--- src/rtl/pong_i2c_pkg.sv ---
// Shared types and constants for the paddle-poll I2C master: FSM states, quarter-phase
// encoding, bus bit meanings and the paddle reset position.
package pong_i2c_pkg;

  typedef enum logic [3:0] {
    StIdle,
    StStart,
    StAddr,
    StAddrAck,
    StRd0,
    StMack0,
    StRd1,
    StMnack1,
    StStop
  } i2c_state_t;

  typedef enum logic [1:0] {
    PhQ0 = 2'd0,
    PhQ1 = 2'd1,
    PhQ2 = 2'd2,
    PhQ3 = 2'd3
  } i2c_phase_t;

  localparam logic I2C_RD   = 1'b1;
  localparam logic I2C_ACK  = 1'b0;
  localparam logic I2C_NACK = 1'b1;

  localparam logic [7:0] PADDLE_CENTER = 8'h80;

  // Successor of a frame segment once its last quarter completes.
  function automatic i2c_state_t next_state(i2c_state_t s, logic addr_nack);
    i2c_state_t n;
    case (s)
      StStart:   n = StAddr;
      StAddr:    n = StAddrAck;
      StAddrAck: n = addr_nack ? StStop : StRd0;
      StRd0:     n = StMack0;
      StMack0:   n = StRd1;
      StRd1:     n = StMnack1;
      StMnack1:  n = StStop;
      default:   n = StIdle;
    endcase
    return n;
  endfunction

  function automatic logic is_byte_state(i2c_state_t s);
    return s inside {StAddr, StRd0, StRd1};
  endfunction

endpackage

--- src/rtl/i2c_paddle_reader_if.sv ---
// Open-drain I2C pad pair: *_oe = 1 pulls the line low, *_i reads the resolved line.
interface i2c_paddle_reader_if;
  logic sda_i;
  logic sda_oe;
  logic scl_i;
  logic scl_oe;

  modport master (input sda_i, input scl_i, output sda_oe, output scl_oe);
  modport slave  (output sda_i, output scl_i, input sda_oe, input scl_oe);
endinterface

--- src/rtl/i2c_tick_gen.sv ---
// SCL quarter-period divider: counts 0..CLK_DIV while enabled, one-clk tick at wrap.
// clr_i zeroes the count; hold_i freezes it (clock stretching).
module i2c_tick_gen #(
  parameter int unsigned CLK_DIV = 8
) (
  input  logic clk_i,
  input  logic rst_ni,
  input  logic en_i,
  input  logic clr_i,
  input  logic hold_i,
  output logic tick_o
);

  localparam int unsigned CntW = (CLK_DIV > 0) ? $clog2(CLK_DIV + 1) : 1;
  localparam logic [CntW-1:0] CntMax = CntW'(CLK_DIV);

  logic [CntW-1:0] cnt_q, cnt_d;
  logic            run;

  assign run    = en_i && !hold_i && !clr_i;
  assign tick_o = run && (cnt_q == CntMax);

  always_comb begin
    cnt_d = cnt_q;
    if (clr_i) begin
      cnt_d = '0;
    end else if (run) begin
      cnt_d = (cnt_q == CntMax) ? '0 : cnt_q + 1'b1;
    end
  end

  always_ff @(posedge clk_i or negedge rst_ni) begin
    if (!rst_ni) begin
      cnt_q <= '0;
    end else begin
      cnt_q <= cnt_d;
    end
  end

endmodule

--- src/rtl/i2c_paddle_reader.sv ---
// Periodic 2-byte I2C read of the paddle controller; publishes position/button on success.
// Optional macro CLK_STRETCH_EN: honour slave clock stretching on every SCL release.
module i2c_paddle_reader
  import pong_i2c_pkg::*;
#(
  parameter int unsigned CLK_DIV     = 8,
  parameter logic [6:0]  SLAVE_ADDR  = 7'h52,
  parameter int unsigned POLL_CYCLES = 416666
) (
  input  logic                       clk,
  input  logic                       reset_n,
  input  logic                       enable,
  i2c_paddle_reader_if.master        bus,
  output logic [7:0]                 paddle_pos,
  output logic                       button,
  output logic                       pos_valid,
  output logic                       nack_err,
  output logic                       busy
);

  localparam logic [23:0] PollLast = 24'(POLL_CYCLES - 1);
  localparam logic [7:0]  AddrByte = {SLAVE_ADDR, I2C_RD};

  i2c_state_t  state_q, state_d;
  i2c_phase_t  phase_q, phase_d;
  logic [2:0]  bit_q, bit_d;
  logic [7:0]  shift_q, shift_d;
  logic [7:0]  hold_q, hold_d;
  logic [23:0] poll_q, poll_d;
  logic        ack_fail_q, ack_fail_d;
  logic [7:0]  pos_q, pos_d;
  logic        button_q, button_d;
  logic        pos_valid_q, pos_valid_d;
  logic        nack_q, nack_d;
  logic        start_poll, tick, scl_hold;
  logic        sda_low, scl_low;

  assign busy = (state_q != StIdle);

`ifdef CLK_STRETCH_EN
  // Freeze the quarter while SCL is released but still held low by the slave.
  assign scl_hold = (state_q inside {StAddr, StAddrAck, StRd0, StMack0, StRd1, StMnack1, StStop})
                    && (phase_q == PhQ1) && !bus.scl_i;
`else
  logic unused_scl;
  assign unused_scl = bus.scl_i;
  assign scl_hold   = 1'b0;
`endif

  i2c_tick_gen #(
    .CLK_DIV (CLK_DIV)
  ) u_tick_gen (
    .clk_i  (clk),
    .rst_ni (reset_n),
    .en_i   (busy),
    .clr_i  (start_poll),
    .hold_i (scl_hold),
    .tick_o (tick)
  );

  always_comb begin
    state_d     = state_q;
    phase_d     = phase_q;
    bit_d       = bit_q;
    shift_d     = shift_q;
    hold_d      = hold_q;
    poll_d      = poll_q;
    ack_fail_d  = ack_fail_q;
    pos_d       = pos_q;
    button_d    = button_q;
    pos_valid_d = 1'b0;
    nack_d      = nack_q;
    start_poll  = 1'b0;

    if (state_q == StIdle) begin
      // Interval is measured from IDLE entry; disabling restarts it from zero.
      if (!enable) begin
        poll_d = '0;
      end else if (poll_q == PollLast) begin
        poll_d     = '0;
        start_poll = 1'b1;
        state_d    = StStart;
        phase_d    = PhQ0;
        bit_d      = '0;
        ack_fail_d = 1'b0;
      end else begin
        poll_d = poll_q + 24'd1;
      end
    end else if (tick) begin
      phase_d = i2c_phase_t'(phase_q + 2'd1);
      if (phase_q == PhQ2) begin
        if (state_q inside {StRd0, StRd1}) begin
          shift_d = {shift_q[6:0], bus.sda_i};
        end
        if (state_q == StAddrAck) begin
          ack_fail_d = (bus.sda_i == I2C_NACK);
        end
      end
      if (phase_q == PhQ3) begin
        if (state_q == StStop) begin
          state_d = StIdle;
          if (ack_fail_q) begin
            nack_d = 1'b1;
          end else begin
            pos_d       = hold_q;
            button_d    = shift_q[0];
            pos_valid_d = 1'b1;
            nack_d      = 1'b0;
          end
        end else if (bit_q != 3'd0) begin
          bit_d = bit_q - 3'd1;
        end else begin
          state_d = next_state(state_q, ack_fail_q);
          bit_d   = is_byte_state(state_d) ? 3'd7 : 3'd0;
          if (state_q == StRd0) begin
            hold_d = shift_q;
          end
        end
      end
    end
  end

  // Pad drive decode; a 1 only ever pulls a line low.
  always_comb begin
    sda_low = 1'b0;
    scl_low = 1'b0;
    unique case (state_q)
      StIdle: begin
        sda_low = 1'b0;
        scl_low = 1'b0;
      end
      StStart: begin
        sda_low = (phase_q != PhQ0);
        scl_low = phase_q inside {PhQ2, PhQ3};
      end
      StStop: begin
        sda_low = phase_q inside {PhQ0, PhQ1};
        scl_low = (phase_q == PhQ0);
      end
      StAddr: begin
        sda_low = !AddrByte[bit_q];
        scl_low = phase_q inside {PhQ0, PhQ3};
      end
      StMack0: begin
        sda_low = (I2C_ACK == 1'b0);
        scl_low = phase_q inside {PhQ0, PhQ3};
      end
      StMnack1: begin
        sda_low = (I2C_NACK == 1'b0);
        scl_low = phase_q inside {PhQ0, PhQ3};
      end
      default: begin
        sda_low = 1'b0;
        scl_low = phase_q inside {PhQ0, PhQ3};
      end
    endcase
  end

  assign bus.sda_oe = sda_low;
  assign bus.scl_oe = scl_low;

  always_ff @(posedge clk or negedge reset_n) begin
    if (!reset_n) begin
      state_q     <= StIdle;
      phase_q     <= PhQ0;
      bit_q       <= '0;
      shift_q     <= '0;
      hold_q      <= '0;
      poll_q      <= '0;
      ack_fail_q  <= 1'b0;
      pos_q       <= PADDLE_CENTER;
      button_q    <= 1'b0;
      pos_valid_q <= 1'b0;
      nack_q      <= 1'b0;
    end else begin
      state_q     <= state_d;
      phase_q     <= phase_d;
      bit_q       <= bit_d;
      shift_q     <= shift_d;
      hold_q      <= hold_d;
      poll_q      <= poll_d;
      ack_fail_q  <= ack_fail_d;
      pos_q       <= pos_d;
      button_q    <= button_d;
      pos_valid_q <= pos_valid_d;
      nack_q      <= nack_d;
    end
  end

  assign paddle_pos = pos_q;
  assign button     = button_q;
  assign pos_valid  = pos_valid_q;
  assign nack_err   = nack_q;

endmodule

--- src/flat_wrapper.sv ---
// flat-port wrapper written by rule: the top's interface ports become plain ports
module i2c_paddle_reader_flat import pong_i2c_pkg::*;
#(
  parameter int unsigned CLK_DIV     = 8,
  parameter logic [6:0]  SLAVE_ADDR  = 7'h52,
  parameter int unsigned POLL_CYCLES = 416666
)
  (clk, reset_n, enable, paddle_pos, button, pos_valid, nack_err, busy, bus_sda_i, bus_scl_i, bus_sda_oe, bus_scl_oe);
  i2c_paddle_reader_if bus_i ();
  input  logic clk;
  input  logic reset_n;
  input  logic enable;
  output logic [7:0] paddle_pos;
  output logic button;
  output logic pos_valid;
  output logic nack_err;
  output logic busy;
  input wire logic [$bits(bus_i.sda_i)-1:0] bus_sda_i;
  input wire logic [$bits(bus_i.scl_i)-1:0] bus_scl_i;
  output wire logic [$bits(bus_i.sda_oe)-1:0] bus_sda_oe;
  output wire logic [$bits(bus_i.scl_oe)-1:0] bus_scl_oe;
  assign bus_i.sda_i = bus_sda_i;
  assign bus_i.scl_i = bus_scl_i;
  assign bus_sda_oe = bus_i.sda_oe;
  assign bus_scl_oe = bus_i.scl_oe;
  i2c_paddle_reader #(.CLK_DIV(CLK_DIV), .SLAVE_ADDR(SLAVE_ADDR), .POLL_CYCLES(POLL_CYCLES)) u_core (.clk(clk), .reset_n(reset_n), .enable(enable), .bus(bus_i), .paddle_pos(paddle_pos), .button(button), .pos_valid(pos_valid), .nack_err(nack_err), .busy(busy));
endmodule
--- config.mk ---
export PLATFORM = sky130hd
export DESIGN_NAME = i2c_paddle_reader_flat
export DESIGN_NICKNAME = d
export VERILOG_FILES = /design/src/rtl/pong_i2c_pkg.sv /design/src/rtl/i2c_paddle_reader_if.sv /design/src/rtl/i2c_tick_gen.sv /design/src/rtl/i2c_paddle_reader.sv /design/src/flat_wrapper.sv
export SDC_FILE = /design/constraint.sdc
export NUM_CORES = 1
export LEC_CHECK = 0
export BUFFER_PORTS_ARGS = -buffer_cell sky130_fd_sc_hd__buf_4
export CAP_MARGIN = 25
export CORE_MARGIN = 2
export CORE_UTILIZATION = 49
export DETAILED_ROUTE_END_ITERATION = 6
export PLACE_DENSITY_LB_ADDON = 0.3
export SLEW_MARGIN = 5
export SYNTH_ARGS = -nofsm -noshare
export SYNTH_HDL_FRONTEND = slang
export SYNTH_SLANG_ARGS = --single-unit
--- constraint.sdc ---
create_clock -name clk -period 5.8 [get_ports clk]
set_input_delay 1.45 -clock clk [delete_from_list [all_inputs] [get_ports clk]]
set_output_delay 1.45 -clock clk [all_outputs]
set_load 0.02 [all_outputs]
==> results_dict.tcl, run 1 <==
set metrics [dict create \
    drc 0 \
    drv_cap 0 \
    postSynthAreaPerCell_um2 10.7 \
    synth-edff-count 0 \
    wire_per_inst_um 14.3 \
    synthFlopType "dfrtp_1" \
    cts_buffer_depth 2 \
    status "finished, final reports clean" \
    die_h_um 86.4 \
    power_density_mw_per_mm2 229 \
    critPathRequiredTime_ps 4350 \
    yosys_warnings 0 \
    rows 30 \
    tns_ps 0 \
    ys_types 48 \
    fin_skew_ps 12.1 \
    critPathLaunchType "flip-flop" \
    drtIter0Drc 144 \
    p_sw_frac 0.226 \
    synth_most_common_cell "dfrtp_1" \
    antenna_left 0 \
    worst_pin_slew_ps 807 \
    slew_headroom 0.462 \
    grt-ovfl-total 0 \
    nets 343 \
    netlist_top_cells_area "dfrtp_1 48%, mux2_2 10%, xnor2_1 4.7%" \
    rsz0062_at_grt "no" \
    port-buffer-count 17 \
    cts_max_level 3 \
    yosys.area.top_type_share 0.481 \
    die_w_um 86.4 \
    seqPwrFrac 0.536 \
    worstPathArrival_ps 1960 \
    postCtsSetupBuffers 0 \
    pwr-share-comb 0.015 \
    fmax_ghz 0.293 \
    drive_above_1_share 0.231 \
    track_usage 0.178 \
    syn_inst 311 \
    core_area_mm2 0.00668 \
    cpPeakStageDelay_ps 630 \
    finalMaxSlewViolations 0 \
    path_clk_slew_ps 70 \
    start_util 0.498 \
    slowest_stage "dfrtp_1" \
    hold_ws_ps 503 \
    place.gp.congestion 0.788 \
    clock_latency_ps 340 \
    yosys.area.top_type "dfrtp_1" \
    ctsResizeCount 0 \
    grt_max_degree 66 \
    root_buffer "clkbuf_8" \
    grt_pass1_vias 2261 \
    antenna_found_initial 0 \
    synth_nets 326 \
    p_leak_uw 0.00171 \
    area_growth_syn_to_layout_pct 11.2 \
    fin_crit_ps 3410 \
    drtPass1Iterations 4 \
    synthTopCellsByCount "64 x dfrtp_1, 34 x nor2_1, 31 x mux2_2" \
    synth.cell_area_mm2 0.00333 \
    setup_viol 0 \
    dieArea_mm2 0.00747 \
    net-switching-power_uw 192 \
    fin_crit_sh 0.588 \
    ys_seq_area_frac 0.489 \
    io_pins 19 \
    cts_tree "done" \
    path_max_fanout 14 \
    antennaDiodeCount 0 \
    setup.worst_path.class "reg -> out" \
    cts_buffers 9 \
    vias 2281 \
    totalWireLength_um 5910 \
    path_cells "nand2b_1 > or3_1 > o221ai_1 > buf_4" \
    yosys_register_bits 65 \
    endpoint_kind "primary output" \
    grt_pass1_wl_um 10500 \
    intPower_uw 656 \
    finalHoldViolCount 0 \
    synthArstFlopShare 1.00 \
    ir_drop_v 0.000105 \
    post-dp-hpwl_um 4030 \
    viasPerCell 5.52 \
    cts_num_sinks 65 \
    clockPowerShare 0.449 \
    hold_buffers 0 \
    hold_class "reg -> reg" \
]
registers in the layout, indices dropped and copies added, names as in the netlist:
signal                   count
u_core.paddle_pos            8
u_core.shift_q               8
u_core.bit_q                 3
u_core.button                1
u_core.poll_q               24
u_core.nack_err              1
u_core.phase_q               2
u_core.u_tick_gen.cnt_q      4
u_core.ack_fail_q            1
u_core.pos_valid             1
u_core.hold_q                8
u_core.state_q               4
worst paths after layout:
check,cells past startpoint,startpoint,slack (ps),end
min in group asynchronous,1,reset_n,1200,u_core.poll_q[20]$_DFFE_PN0N_
max reg2reg,6,u_core.state_q[3]$_DFFE_PN0P_,3250,u_core.poll_q[23]$_DFFE_PN0N_
max,4,u_core.state_q[3]$_DFFE_PN0P_,2390,bus_scl_oe
min,1,u_core.hold_q[2]$_DFFE_PN0P_,500,u_core.hold_q[2]$_DFFE_PN0P_
max in group asynchronous,1,reset_n,4080,u_core.poll_q[13]$_DFFE_PN0N_
min reg2reg,1,u_core.hold_q[2]$_DFFE_PN0P_,500,u_core.hold_q[2]$_DFFE_PN0P_
cell families (layout without fill, tap and decap cells):
family / Yosys count / in the layout / synth area share
and+or+nand+nor: 113 / 113 / 0.198
DFF: 65 / 65 / 0.489
AOI/OAI and AO/OA: 44 / 44 / 0.0842
muxes: 32 / 32 / 0.108
buffers and inverters: 29 / 51 / 0.0365
xor gates and xnor gates: 18 / 18 / 0.0474
adders and majority gates: 10 / 10 / 0.0376
critical path: cells and delay by family, from the launching register on:
| family | cells | cell delay (ps) |
|---|---|---|
| flip-flops | 1 | 630 |
| buffers and inverters | 1 | 180 |
| AND/OR/NAND/NOR | 2 | 570 |
| AO/OA/AOI/OAI | 1 | 240 |
cells in the final DEF (no fill, tap or decap), types with 3 or more instances in the layout:
cell type / netlist / final
or3_1: 3 / 3
inv_1: 16 / 16
nor2_1: 34 / 34
and2_1: 3 / 3
a21oi_1: 6 / 6
nor4_2: 3 / 3
or4_1: 3 / 3
nand3b_1: 3 / 3
nand3_1: 4 / 4
nor4_1: 5 / 5
nand4_1: 4 / 4
nor4_4: 3 / 3
o21ai_0: 19 / 19
nand2b_1: 5 / 5
ha_1: 10 / 10
a22o_1: 5 / 5
mux2_2: 31 / 31
dfrtp_1: 64 / 64
nor2b_1: 3 / 3
xnor2_1: 18 / 18
clkbuf_8: 0 / 9
nor3_1: 9 / 9
nand2_1: 19 / 19
buf_4: 3 / 18
metal layers:
layer / wire (um) / global-route usage / up-vias
li1: - / - / 1131
met1: 2950 / 0.248 / 1110
met2: 2710 / 0.269 / 29
met3: 127 / 0.0333 / 11
met4: 116 / 0.0866 / 0
met5: 0 / 0 / -
power groups by stage:
stage | Clock [uW] | Combinational, uW | Sequential, uW
final | 381 | 12.4 | 454
after global routing | 410 | 14.6 | 454
after CTS | 392 | 13.3 | 454
after detailed placement | 0 | 13.3 | 463
after global placement | 0 | 13.2 | 463
after floorplan | 0 | 1.55 | 463
metrics by stage:
| stage | utilization | area [um^2] | total power (uW) | setup slack, ps | instances |
|---|---|---|---|---|---|
| 3_3_place_gp | 0.525 | 3510 | 476 | 2780 | 397 |
| 3_5_place_dp | 0.525 | 3510 | 476 | 2740 | 397 |
| 4_1_cts | 0.554 | 3700 | 859 | 2370 | 413 |
| 6_report | 0.554 | 3700 | 847 | 2390 | 413 |
| 5_1_grt | 0.554 | 3700 | 879 | 2260 | 413 |
| 2_1_floorplan | - | 3330 | 464 | 2830 | 311 |
cell type report:
type                    count  area, um^2
clock buffers              10         128
clock inverters             6        67.6
fillers                   614        2980
inverters                  17        63.8
multi-input cells         217        1580
flip-flops and latches     65        1630
well taps                  80         100
repair buffers             18         135
(Power assumes the default switching activity.)
==> run 2: changes to the inputs <==
==> constraint.sdc (replaced) <==
create_clock -name clk -period 3.2 [get_ports clk]
set_input_delay 0.8 -clock clk [delete_from_list [all_inputs] [get_ports clk]]
set_output_delay 0.8 -clock clk [all_outputs]
set_load 0.02 [all_outputs]
==> results_dict.tcl, run 2 (synthesized netlist as in run 1, its figures left out) <==
set metrics [dict create \
    grt_pass1_vias 2291 \
    critPathRequiredTime_ps 2400 \
    setup_slack_ps 453 \
    setup.worst_path.class "reg -> out" \
    wire_per_inst_um 14.9 \
    hold_buffers 0 \
    finalMaxSlewViolations 0 \
    power_density_mw_per_mm2 433 \
    multiInputGateArea_mm2 0.00158 \
    drive_above_1_share 0.237 \
    endpoint_kind "primary output" \
    grt_max_degree 66 \
    die_h_um 86.4 \
    path_clk_slew_ps 80 \
    area_growth_syn_to_layout_pct 12.1 \
    totalWireLength_um 6170 \
    track_usage 0.185 \
    drtIter0Drc 102 \
    antenna_left 0 \
    post-place-cells 398 \
    dieArea_mm2 0.00747 \
    largest_reg_flops 24 \
    antennaDiodeCount 0 \
    slowest_stage "dfrtp_1" \
    p_leak_uw 0.00173 \
    grt_pass1_wl_um 10700 \
    io_pins 19 \
    nets 344 \
    cts_num_sinks 65 \
    worst_pin_slew_ps 814 \
    postCtsSetupBuffers 0 \
    vias 2325 \
    fin_crit_sh 0.858 \
    layout_commonest_cell "dfrtp_1" \
    core_area_mm2 0.00668 \
    setup_viol 0 \
    status "finished, final reports clean" \
    clock_latency_ps 340 \
    critPathLaunchType "flip-flop" \
    rsz0062_at_grt "no" \
    path_max_fanout 14 \
    largest-register "u_core.poll_q" \
    drv_cap 0 \
    start_util 0.498 \
    cts_buffers 9 \
    nFillCells 588 \
    slew_headroom 0.457 \
    final_cell_mix "64 x dfrtp_1, 34 x nor2_1, 31 x mux2_2" \
    tns_ps 0 \
    cts_buffer_depth 2 \
    path_cells "nand2b_1 > or3_1 > o221ai_1 > buf_4" \
    fmax_ghz 0.364 \
    viasPerCell 5.62 \
    post-dp-hpwl_um 4220 \
    hold_class "reg -> reg" \
    cpPeakStageDelay_ps 630 \
    place.gp.congestion 0.769 \
    cts_max_level 3 \
    fin_crit_ps 2750 \
    finalHoldViolCount 0 \
    drc 0 \
    placed_area_mm2 0.00351 \
    grt-ovfl-total 0 \
    port-buffer-count 17 \
    cts_tree "done" \
    ctsResizeCount 0 \
    rows 30 \
    worstPathArrival_ps 1950 \
    ff_latch_area_mm2 0.00163 \
    ir_drop_v 0.000273 \
    antenna_found_initial 0 \
    die_w_um 86.4 \
    final_area_mm2 0.00373 \
    fin_cells 414 \
    drtPass1Iterations 4 \
    post-place-ws_ps 654 \
    fin_skew_ps 7.48 \
    root_buffer "clkbuf_8" \
]
run 2: critical path: cells and delay by family, from the launching register on:
kind	cells	cell delay, ps
AOI/OAI and AO/OA	1	220
buffers and inverters	1	180
and+or+nand+nor	2	580
DFF	1	630
run 2: through the flow:
stage               power [uW]  hold slack (ps)  utilization
CTS                       1630              513        0.559
detailed placement         863              495        0.526
floorplan                  842              474            -
finish                    1620              510        0.559
global placement           863              486        0.526
global route              1670              526        0.559
run 2: path summary, 6_finish.rpt:
path	cells after the start	start	slack, ps	end
worst min register to register	1	u_core.paddle_pos[1]$_DFFE_PN0P_	510	u_core.paddle_pos[1]$_DFFE_PN0P_
worst max-delay path	4	u_core.state_q[3]$_DFFE_PN0P_	450	bus_scl_oe
worst min-delay path	1	u_core.paddle_pos[1]$_DFFE_PN0P_	510	u_core.paddle_pos[1]$_DFFE_PN0P_
worst max register to register	6	u_core.state_q[3]$_DFFE_PN0P_	620	u_core.poll_q[21]$_DFFE_PN0N_
max in group asynchronous	1	reset_n	2120	u_core.state_q[3]$_DFFE_PN0P_
min in group asynchronous	1	reset_n	550	u_core.hold_q[7]$_DFFE_PN0P_
run 2: metal layers:
layer  vias to the layer above  share of wire  track usage
met5                         -              0            0
met4                         0          0.018       0.0838
met3                        11          0.033       0.0371
met2                        32           0.48        0.296
met1                      1152           0.47        0.243
li1                       1130              -            -
run 2: power breakdown:
part | switching (uW) | total, uW | internal, uW
clock network | 332 | 770 | 438
registers | 1.08 | 823 | 822
logic | 18.6 | 22.5 | 3.83
run 2: layout make-up:
type,count,share of cell area
Clock buffer,9,0.0332
Clock inverter,7,0.0255
Inverter,17,0.0171
Multi-Input combinational cell,217,0.423
Timing Repair Buffer,19,0.0382
Tap cell,80,0.0268
Sequential cell,65,0.436
==> run 3: changes to the inputs <==
--- a/config.mk
+++ b/config.mk
@@ -5,7 +5,7 @@
 export SDC_FILE = /design/constraint.sdc
 export NUM_CORES = 1
 export LEC_CHECK = 0
-export BUFFER_PORTS_ARGS = -buffer_cell sky130_fd_sc_hd__buf_4
+export BUFFER_PORTS_ARGS = -buffer_cell sky130_fd_sc_hd__buf_2
 export CAP_MARGIN = 25
 export CORE_MARGIN = 2
 export CORE_UTILIZATION = 49
==> constraint.sdc (replaced) <==
create_clock -name clk -period 3.2 [get_ports clk]
set_input_delay 0.8 -clock clk [delete_from_list [all_inputs] [get_ports clk]]
set_output_delay 0.8 -clock clk [all_outputs]
set_load 0.05 [all_outputs]
==> results_dict.tcl, run 3 (synthesized netlist as in run 1, its figures left out) <==
set metrics [dict create \
    worstPathArrival_ps 2060 \
    hold_buffers 0 \
    postCtsSetupBuffers 0 \
    setup_viol 0 \
    hold_start "u_core.hold_q[2]$_DFFE_PN0P_" \
    ctsResizeCount 0 \
    final_area_mm2 0.00366 \
    reg2reg_depth 6 \
    r2r-end "u_core.poll_q[23]$_DFFE_PN0N_" \
    area_growth_syn_to_layout_pct 10.1 \
    path_clk_slew_ps 80 \
    net-switching-power_uw 361 \
    fin_cells 416 \
    drive_above_1_share 0.241 \
    grt_pass1_wl_um 10500 \
    slew_headroom 0.456 \
    antennaDiodeCount 0 \
    grt_pass1_vias 2245 \
    vias 2306 \
    viasPerCell 5.54 \
    cts_buffers 9 \
    regToRegSetupSlack_ps 660 \
    fin_crit_sh 0.894 \
    path_max_fanout 13 \
    pwr-share-comb 0.015 \
    track_usage 0.178 \
    start_util 0.498 \
    seqPwrFrac 0.559 \
    layout_commonest_cell "dfrtp_1" \
    dieArea_mm2 0.00747 \
    die_h_um 86.4 \
    nFillCells 604 \
    port-buffer-count 17 \
    antenna_found_initial 0 \
    hold_end "u_core.paddle_pos[2]$_DFFE_PN0P_" \
    intPower_uw 1110 \
    clockPowerShare 0.426 \
    antenna_left 0 \
    cts_buffer_depth 2 \
    critPathRequiredTime_ps 2400 \
    cts_num_sinks 65 \
    cts_max_level 3 \
    nets 346 \
    fin_crit_ps 2860 \
    ir_drop_v 0.000232 \
    post-dp-hpwl_um 4090 \
    fin_skew_ps 6.27 \
    critPathLaunchType "flip-flop" \
    holdPathStages 1 \
    fmax_ghz 0.350 \
    root_buffer "clkbuf_8" \
    grt_max_degree 66 \
    largest_reg_flops 24 \
    rows 30 \
    status "finished, final reports clean" \
    setup.worst_path.class "reg -> out" \
    grt-ovfl-total 0 \
    tns_ps 0 \
    clock_latency_ps 340 \
    cts_tree "done" \
    p_sw_frac 0.245 \
    endpoint_kind "primary output" \
    finalHoldViolCount 0 \
    power_density_mw_per_mm2 402 \
    finalMaxSlewViolations 0 \
    drtPass1Iterations 4 \
    drtIter0Drc 126 \
    io_pins 19 \
    worst_pin_slew_ps 816 \
    core_area_mm2 0.00668 \
    r2r-start "u_core.state_q[2]$_DFFE_PN0P_" \
    wire_per_inst_um 14.2 \
    largest-register "u_core.poll_q" \
    placed_area_mm2 0.00349 \
    die_w_um 86.4 \
    finalPower_uw 1470 \
    post-place-cells 400 \
    hold_class "reg -> reg" \
    rsz0062_at_grt "no" \
    drc 0 \
    totalWireLength_um 5890 \
    place.gp.congestion 0.847 \
    drv_cap 0 \
    final_cell_mix "64 x dfrtp_1, 34 x nor2_1, 31 x mux2_2, 19 x o21ai_0, 19 x nand2_1" \
    p_leak_uw 0.00171 \
]
[run 3: worst max-delay path by stage]
| stage | start | endpoint | depth (start not counted) |
|---|---|---|---|
| after detailed placement | u_core.state_q[2]$_DFFE_PN0P_ | u_core.poll_q[23]$_DFFE_PN0N_ | 6 |
| after global routing | u_core.state_q[2]$_DFFE_PN0P_ | bus_scl_oe | 4 |
| after global placement | u_core.state_q[1]$_DFFE_PN0P_ | u_core.hold_q[0]$_DFFE_PN0P_ | 6 |
| after CTS | u_core.state_q[2]$_DFFE_PN0P_ | bus_scl_oe | 4 |
| after floorplan | u_core.state_q[0]$_DFFE_PN0P_ | bus_sda_oe | 3 |
| final | u_core.state_q[2]$_DFFE_PN0P_ | bus_scl_oe | 4 |
[run 3: layout make-up]
class	instances	area (um^2)	share of cell area
Sequential cell	65	1630	0.444
Inverter	17	63.8	0.0174
Tap cell	80	100	0.0273
Clock inverter	7	53.8	0.0147
Timing Repair Buffer	21	115	0.0314
Multi-Input combinational cell	217	1580	0.431
Clock buffer	9	124	0.0338
[run 3: critical path, stage by stage, from the launching register on]
cell,delay [ps]
dfrtp_1,510
nand2b_1,220
or3_1,430
o221ai_1,240
buf_2,300
[run 3: stage by stage]
step	hold WS [ps]	setup slack, ps	utilization
2_1_floorplan	474	9.05	-
3_3_place_gp	485	685	0.522
3_5_place_dp	490	619	0.522
4_1_cts	508	324	0.549
5_1_grt	517	242	0.549
6_report	503	340	0.549
[run 3: power groups by stage]
| stage | combinational [uW] | sequential, uW | clock [uW] |
|---|---|---|---|
| after floorplan | 2.82 | 839 | 0 |
| after global placement | 23.5 | 839 | 0 |
| after detailed placement | 23.7 | 839 | 0 |
| after CTS | 23.9 | 823 | 648 |
| after global routing | 26.5 | 823 | 685 |
| final | 22.3 | 823 | 626 |
[run 3: routing by layer]
metal / global-route usage / vias to the layer above / part of all wire
met4: 0.0781 / 0 / 0.018
met2: 0.271 / 31 / 0.46
met1: 0.249 / 1134 / 0.49
li1: - / 1131 / -
met5: 0 / - / 0
met3: 0.0352 / 10 / 0.029
